==> src/rtl/ifd_pkg.sv <==
`default_nettype none
// ifd_pkg: shared limits and helpers for the ifd2_capture input stage.
package ifd_pkg;

  localparam int IFD_SYNC_MIN = 2;
  localparam int IFD_SYNC_MAX = 4;
  localparam int IFD_FILT_MAX = 15;

  // Counter width able to hold 0..filt_len.
  function automatic int cnt_width(input int filt_len);
    return (filt_len < 1) ? 1 : $clog2(filt_len + 1);
  endfunction

endpackage
`default_nettype wire

==> src/rtl/ifd_chan.sv <==
`default_nettype none
// ifd_chan: one capture channel -- synchronizer, glitch filter, level register,
// edge pulses and a sticky edge flag.
module ifd_chan
  import ifd_pkg::*;
#(
  parameter int SYNC_STAGES = 2,
  parameter int FILT_LEN    = 3
) (
  input  logic clk,
  input  logic rst_n,
  input  logic d,
  input  logic clr,
  output logic q,
  output logic rise,
  output logic fall,
  output logic evt
);

  localparam int CW = cnt_width(FILT_LEN);

  (* ASYNC_REG = "TRUE" *) logic [SYNC_STAGES-1:0] sync;
  logic [CW-1:0] cnt;
  logic          s;
  logic          hit;

  assign s   = sync[SYNC_STAGES-1];
  assign hit = (s != q) && (cnt == CW'(FILT_LEN - 1));

  always_ff @(posedge clk or negedge rst_n) begin
    if (!rst_n) begin
      sync <= '0;
    end else begin
      sync <= {sync[SYNC_STAGES-2:0], d};
    end
  end

  // A new level must persist FILT_LEN cycles at s; any return restarts the count.
  always_ff @(posedge clk or negedge rst_n) begin
    if (!rst_n) begin
      cnt  <= '0;
      q    <= 1'b0;
      rise <= 1'b0;
      fall <= 1'b0;
      evt  <= 1'b0;
    end else begin
      rise <= 1'b0;
      fall <= 1'b0;
      if (s == q) begin
        cnt <= '0;
      end else if (hit) begin
        q    <= s;
        cnt  <= '0;
        rise <= s;
        fall <= ~s;
      end else begin
        cnt <= cnt + CW'(1);
      end

      if (hit) begin
        evt <= 1'b1;
      end else if (clr) begin
        evt <= 1'b0;
      end
    end
  end

endmodule
`default_nettype wire

==> src/rtl/ifd2_capture.sv <==
`default_nettype none
// ifd2_capture: two independent filtered input-capture channels with edge
// pulses and pollable sticky edge flags.
module ifd2_capture
  import ifd_pkg::*;
#(
  parameter int SYNC_STAGES = 2,
  parameter int FILT_LEN    = 3
) (
  input  logic       CK,
  input  logic       RSTN,
  input  logic       D0,
  input  logic       D1,
  input  logic [1:0] CLR,
  output logic       Q0,
  output logic       Q1,
  output logic [1:0] RISE,
  output logic [1:0] FALL,
  output logic [1:0] EVT
);

  if (SYNC_STAGES < IFD_SYNC_MIN || SYNC_STAGES > IFD_SYNC_MAX) begin : g_bad_sync
    $error("ifd2_capture: SYNC_STAGES=%0d out of range", SYNC_STAGES);
  end
  if (FILT_LEN < 1 || FILT_LEN > IFD_FILT_MAX) begin : g_bad_filt
    $error("ifd2_capture: FILT_LEN=%0d out of range", FILT_LEN);
  end

  logic [1:0] d_bus;
  logic [1:0] q_bus;

  assign d_bus = {D1, D0};
  assign Q0    = q_bus[0];
  assign Q1    = q_bus[1];

  for (genvar n = 0; n < 2; n++) begin : g_chan
    ifd_chan #(
      .SYNC_STAGES(SYNC_STAGES),
      .FILT_LEN   (FILT_LEN)
    ) u_chan (
      .clk  (CK),
      .rst_n(RSTN),
      .d    (d_bus[n]),
      .clr  (CLR[n]),
      .q    (q_bus[n]),
      .rise (RISE[n]),
      .fall (FALL[n]),
      .evt  (EVT[n])
    );
  end

endmodule
`default_nettype wire

==> config.mk <==
export PLATFORM = sky130hd
export DESIGN_NAME = ifd2_capture
export DESIGN_NICKNAME = d
export VERILOG_FILES = /design/src/rtl/ifd_pkg.sv /design/src/rtl/ifd_chan.sv /design/src/rtl/ifd2_capture.sv
export SDC_FILE = /design/constraint.sdc
export NUM_CORES = 1
export LEC_CHECK = 0
export CAP_MARGIN = 10
export CORE_MARGIN = 2
export CORE_UTILIZATION = 30
export DETAILED_ROUTE_END_ITERATION = 16
export GPL_TIMING_DRIVEN = 0
export MAX_ROUTING_LAYER = met4
export PLACE_DENSITY = 0.63
export SETUP_SLACK_MARGIN = 0.02
export SLEW_MARGIN = 40
export SYNTH_ARGS = -nofsm -noshare
export SYNTH_HDL_FRONTEND = slang
export SYNTH_HIERARCHICAL = 1
export SYNTH_SLANG_ARGS = --single-unit
==> constraint.sdc <==
create_clock -name CK -period 1 [get_ports CK]
set_input_delay 0.2 -clock CK [delete_from_list [all_inputs] [get_ports CK]]
set_output_delay 0.2 -clock CK [all_outputs]
set_load 0.1 [all_outputs]
==> flow_summary_export.csv, run 1 <==
group,metric,value,unit
worst_setup_path,cpPeakStageDelay,0.50,ns
hold_path,hold_path.class,"input port to async pin",
clocking,h-tree-depth,1,
clocking,cts_tree,"done",
synth,synth_cells,34,
floorplanning,die_w,47.2,um
global_route,grt_pass1_wl,1370,um
flow_run,maxCapViolations,0,
layout,fill_cells,148,
detailed_routing,drtIter0Drc,4,
clocking,clk_pin_slew,0.09,ns
clocking,clk_path_buf_depth,2,
timing,timing.hold.ws,-0.0451,ns
synth,ys_types,9,
synth,ys_seq_area_share,71.4,%
synth,syn_area,561,um2
worst_setup_path,cp_slowest_cell,"dfrtp_4",
timing,setup_tns,-0.883,ns
placed_design,gp_congestion,0.623,
clocking,cts_hold_buffers,0,
floorplanning,rows,15,
layout,area_delta_synth_final,57.1,%
global_route,grt_pass1_vias,325,
timing,drv_slew,0,
clocking,cts_root_buffer,"clkbuf_4",
global_route,met2_usage,13.2,%
clocking,clkLatencyLatePin,0.27,ns
layout,nNetsFinal,60,
detailed_routing,ant_nets,0,
power_and_ir_drop,power_leakage,0.379,nW
floorplanning,ios,14,
outcome,run_status,"complete, but fails checks",
timing,hold_violations,16,
detailed_routing,routed_wl,855,um
detailed_routing,wl_per_cell,11.1,um
worst_setup_path,cp.arrival,0.94,ns
worst_setup_path,worstPathRequired,0.80,ns
global_route,antenna_found_initial,0,
timing,setup_violations,14,
layout,final_cells,77,
global_route,grt_max_degree,17,
clocking,cts_buffers,3,
global_route,grt.met1_usage,12.1,%
floorplanning,coreArea,1750,um2
timing,relSlewSlack,52.9,%
layout,n_antenna_cell,0,
detailed_routing,via_count,328,
global_route,grtUsageTotal,9.32,%
floorplanning,start_util,32.1,%
synth,synthesis.nets,40,
floorplanning,die-area,2230,um2
placed_design,io_buffers,13,
worst_setup_path,worstPathCellList,"buf_12",
detailed_routing,drc,0,
layout,drive_gt1_share,59.6,%
detailed_routing,firstDrtPassIters,4,
synth,ys_seq_elements,16,
global_route,met3_usage,2.31,%
worst_setup_path,worst-setup-path-type,"register to primary output",
timing,fin_ws,-0.144,ns
timing,max_freq,874,MHz
global_route,top_usage_layer,"met2",
power_and_ir_drop,peakVddDrop,1.36,mV
timing,worst_pin_slew,0.706,ns
clocking,cts.sinks,16,
timing,rsz0062_at_grt,"true",
outcome,violations,"hold timing, setup timing",
worst_setup_path,worst-path-buf-inv,1,
worst_setup_path,path_max_fanout,2,
synth,synth-warning-count,6,
power_and_ir_drop,power.density,3410,nW/um2
worst_setup_path,cp_top_family,"flip-flops",
global_route,grt.overflow.total,0,
placed_design,dp_cells,72,
synth,synth.avg_cell_area,16.5,um2
timing,finalCriticalPeriod,1.14,ns
detailed_routing,viasPerCell,4.26,
floorplanning,die_y,47.2,um
worst_setup_path,critPathCaptureType,"primary output",
timing,fin_worst_skew,0.00293,ns
worst_setup_path,startpoint_type,"register",
timing,post-route-period-util,114,%
## worst reg2reg max path, delay by kind of cell, from the launching register on
| family | cells | cell delay, ns |
|---|---|---|
| flops | 1 | 0.50 |
| buf+inv | 1 | 0.17 |
| xor+xnor | 1 | 0.17 |
| compound gates | 1 | 0.10 |
## worst paths after layout
kind / startpoint / endpoint / slack [ns] / cells after the start
worst min register to register: g_chan[1].u_chan/sync[0] / g_chan[1].u_chan/sync[1] / 0.36 / 0
worst max-delay path: g_chan[0].u_chan/q / Q0 / -0.14 / 1
worst max register to register: g_chan[0].u_chan/q / g_chan[0].u_chan/evt / -0.06 / 3
min in group CK: g_chan[1].u_chan/sync[0] / g_chan[1].u_chan/sync[1] / 0.36 / 0
max in group asynchronous: RSTN / g_chan[0].u_chan/q / 0.53 / 1
worst min-delay path: RSTN / g_chan[0].u_chan/sync[0] / -0.05 / 1
## area by class of cell
class | count | area [um2] | area share, %
multi-input combinational | 16 | 200 | 22.7
clock buffer | 3 | 22.5 | 2.56
sequential | 16 | 415 | 47.2
timing repair buffer | 15 | 204 | 23.2
inverter | 2 | 7.51 | 0.852
tap | 25 | 31.3 | 3.55
## cells in the mapped netlist
cell type	n	area, um2
nor3b_2	2	25.0
nor3_1	2	10.0
mux2_4	2	30.0
o22ai_1	2	12.5
nand2b_4	2	27.5
xnor2_1	2	17.5
inv_1	2	7.51
nor3b_1	4	30.0
dfrtp_1	16	400
## placed cells by master, fill, tap and decap left out
cell type	netlist	final
buf_12	0	4
buf_4	0	2
buf_6	0	1
buf_8	0	3
clkbuf_4	0	3
clkdlybuf4s50_1	0	4
dfrtp_1	16	8
dfrtp_2	0	6
dfrtp_4	0	2
dlymetal6s2s_1	0	1
inv_1	2	2
mux2_4	2	2
nand2b_4	2	2
nor3_2	0	2
nor3b_1	4	4
nor3b_2	2	2
o22ai_1	2	2
xnor2_4	0	2
## per-stage QoR
step	hold WS, ns	worst slack (ns)	cell area (um2)	power [W]	utilization [%]
after floorplan	-0.0956	-0.0488	613	0.00210	-
after global placement	0.335	-0.788	774	0.00236	44.4
after detailed placement	0.339	-0.239	734	0.00229	42.1
after CTS	0.353	-0.157	842	0.00289	48.2
after global routing	-0.00773	-0.179	881	0.00313	50.5
final	-0.0451	-0.144	881	0.00300	50.5
## state kept, by name, summed over array words and instances, names as in the netlist
signal and flops:
g_chan.u_chan/q 2, g_chan.u_chan/cnt 4, g_chan.u_chan/sync 4, g_chan.u_chan/rise 2
g_chan.u_chan/evt 2, g_chan.u_chan/fall 2
## logic make-up after synthesis
logic type / synth area share (%)
flip-flops: 71.4
AND/OR/NAND/NOR: 16.5
AO/OA/AOI/OAI: 2.23
XOR/XNOR: 3.13
multiplexers: 5.36
buffers and inverters: 1.34
## metal layers
metal	part of all wire, %	vias up	routed length, um
li1	-	153	-
met5	0	-	0
met3	3.6	2	31
met2	54	6	459
met4	0.47	0	4
met1	42	167	360
## timing repair
action,in CTS,in global routing
endpoints found under the hold margin,0,11
endpoints found under the setup margin,8,17
buffers inserted,2,0
gates resized for setup,21,9
## report_power, final
part	switching (W)	leakage (nW)	total (W)	internal, W
Sequential	0.000176	0.194	0.00102	0.000848
Combinational	0.000947	0.171	0.00165	0.000707
Clock	0.000183	0.0138	0.000322	0.000139
Total	0.00131	0.379	0.00300	0.00170
Power figures use the tool's default switching activity.
==> inputs of run 2 (changes only) <==
Settings changed: CORE_AREA set to 2 2 39 41, CORE_MARGIN 2 to unset, CORE_UTILIZATION 30 to unset, DIE_AREA set to 0 0 41 43, PLACE_DENSITY 0.63 to 0.8.
==> flow_summary_export.csv, run 2 (same netlist as run 1, synthesis figures left out) <==
group,metric,value,unit
outcome,run_status,"complete, but fails checks",
outcome,violations,"setup timing",
global_route,grt_max_degree,17,
worst_setup_path,cpPeakStageDelay,0.50,ns
timing,fin_ws,-0.142,ns
placed_design,gp_congestion,0.685,
layout,drive_gt1_share,61.5,%
power_and_ir_drop,p_int,0.00173,W
detailed_routing,routed_wl,860,um
detailed_routing,ant_nets,0,
flow_run,maxCapViolations,0,
timing,setup_violations,14,
layout,layout_common_cells,"dfrtp_1 (8), dfrtp_2 (6), buf_12 (6), clkdlybuf4s50_1 (5), nor3b_1 (4)",
worst_setup_path,r2r_slack,-0.07,ns
layout,nNetsFinal,60,
worst_setup_path,worstPathCellList,"buf_12",
detailed_routing,viasPerCell,4.74,
worst_setup_path,cp_slowest_cell,"dfrtp_4",
power_and_ir_drop,p_switching,0.00131,W
layout,final_common_cell,"dfrtp_1",
floorplanning,die_w,41,um
timing,post-route-period-util,114,%
clocking,clkLatencyLatePin,0.27,ns
power_and_ir_drop,swShare,43.1,%
power_and_ir_drop,peakVddDrop,1.62,mV
worst_setup_path,worst-path-buf-inv,1,
detailed_routing,via_count,322,
placed_design,io_buffers,13,
timing,worst_pin_slew,0.705,ns
detailed_routing,firstDrtPassIters,1,
clocking,clk_path_buf_depth,2,
layout,n_antenna_cell,0,
global_route,grt_pass1_vias,285,
global_route,antenna_found_initial,0,
detailed_routing,drtIter0Drc,0,
floorplanning,rows,14,
clocking,cts_root_buffer,"clkbuf_4",
detailed_routing,drc,0,
timing,hold_violations,0,
power_and_ir_drop,clockPowerShare,10.1,%
global_route,grt.overflow.total,0,
worst_setup_path,path_max_fanout,2,
clocking,cts_buffers,3,
layout,area_delta_synth_final,58.3,%
clocking,clk_pin_slew,0.08,ns
floorplanning,coreArea,1380,um2
global_route,grtUsageTotal,11.6,%
floorplanning,start_util,40.5,%
layout,final_cells,68,
clocking,h-tree-depth,1,
floorplanning,die-area,1760,um2
timing,max_freq,875,MHz
power_and_ir_drop,power_leakage,0.375,nW
power_and_ir_drop,seq_power_share,34.1,%
timing,fin_worst_skew,0.000529,ns
floorplanning,die_y,43,um
floorplanning,ios,14,
worst_setup_path,startpoint_type,"register",
clocking,cts.sinks,16,
timing,timing.hold.ws,0.350,ns
placed_design,dp_cells,63,
clocking,cts_hold_buffers,0,
timing,rsz0062_at_grt,"true",
worst_setup_path,worst-setup-path-type,"register to primary output",
timing,finalCriticalPeriod,1.14,ns
power_and_ir_drop,pwr-share-comb,55.7,%
hold_path,hold_path.class,"input port to async pin",
timing,setup_tns,-0.777,ns
worst_setup_path,cp_top_family,"flip-flops",
layout,biggestRegsByFlops,"g_chan.u_chan/cnt: 4 flops, g_chan.u_chan/sync: 4 flops",
timing,relSlewSlack,52.8,%
power_and_ir_drop,power.density,3420,nW/um2
placed_design,post-dp-hpwl,571,um
worst_setup_path,cp.arrival,0.94,ns
detailed_routing,wl_per_cell,12.6,um
timing,drv_slew,0,
clocking,cts_tree,"done",
global_route,grt_pass1_wl,1280,um
worst_setup_path,critPathCaptureType,"primary output",
worst_setup_path,worstPathRequired,0.80,ns
==> run 2: cell count changes in the layout (fill, tap and decap cells not counted) <==
| cell | change |
|---|---|
| buf_6 | +1 |
| clkdlybuf4s50_1 | +1 |
| dlymetal6s2s_1 | -1 |
| buf_4 | -1 |
| buf_8 | -2 |
| o22ai_1 | -1 |
| o22ai_2 | +1 |
| buf_12 | +2 |
==> run 2: cell type report <==
class,count,area [um2]
clock buffers,3,22.5
repair buffers,15,215
inverters,2,7.51
multi-input cells,16,206
fillers,112,497
well taps,16,20.0
flip-flops and latches,16,415
==> run 2: power by group through the flow <==
stage | Combinational [W] | Clock (W) | Sequential, W
CTS | 0.00158 | 0.000330 | 0.00101
global placement | 0.00131 | 0 | 0.00104
finish | 0.00169 | 0.000307 | 0.00104
floorplan | 0.000400 | 0 | 0.00170
detailed placement | 0.00124 | 0 | 0.00105
global route | 0.00176 | 0.000350 | 0.00106
==> run 2: through the flow <==
stage | total power (W) | util, % | worst slack (ns) | area, um2
6_report | 0.00303 | 64.1 | -0.142 | 887
5_1_grt | 0.00317 | 64.1 | -0.173 | 887
4_1_cts | 0.00292 | 60.1 | -0.163 | 832
3_5_place_dp | 0.00229 | 52.3 | -0.213 | 723
3_3_place_gp | 0.00235 | 55.2 | -0.787 | 763
2_1_floorplan | 0.00210 | - | -0.0488 | 613
==> run 2: layer usage <==
layer / routed length, um / share of wire (%) / global-route usage, %
met1: 361 / 42 / 15.8
met2: 458 / 53 / 14.7
met3: 41 / 4.8 / 4.71
met4: 0 / 0 / 6.00
met5: 0 / 0 / -
==> run 2: final timing paths <==
check	depth (start not counted)	to	start
max	1	Q0	g_chan[0].u_chan/q
min	1	g_chan[0].u_chan/fall	RSTN
max reg2reg	3	g_chan[0].u_chan/evt	g_chan[0].u_chan/q
min reg2reg	0	g_chan[1].u_chan/sync[1]	g_chan[1].u_chan/sync[0]
max in group asynchronous	1	g_chan[1].u_chan/q	RSTN
min in group CK	0	g_chan[1].u_chan/sync[1]	g_chan[1].u_chan/sync[0]
==> run 2: what timing repair did <==
action | in CTS | in global routing
setup buffers | 2 | 0
hold endpoints to repair | 0 | 0
resized for setup | 21 | 12
endpoints found under the setup margin | 8 | 16
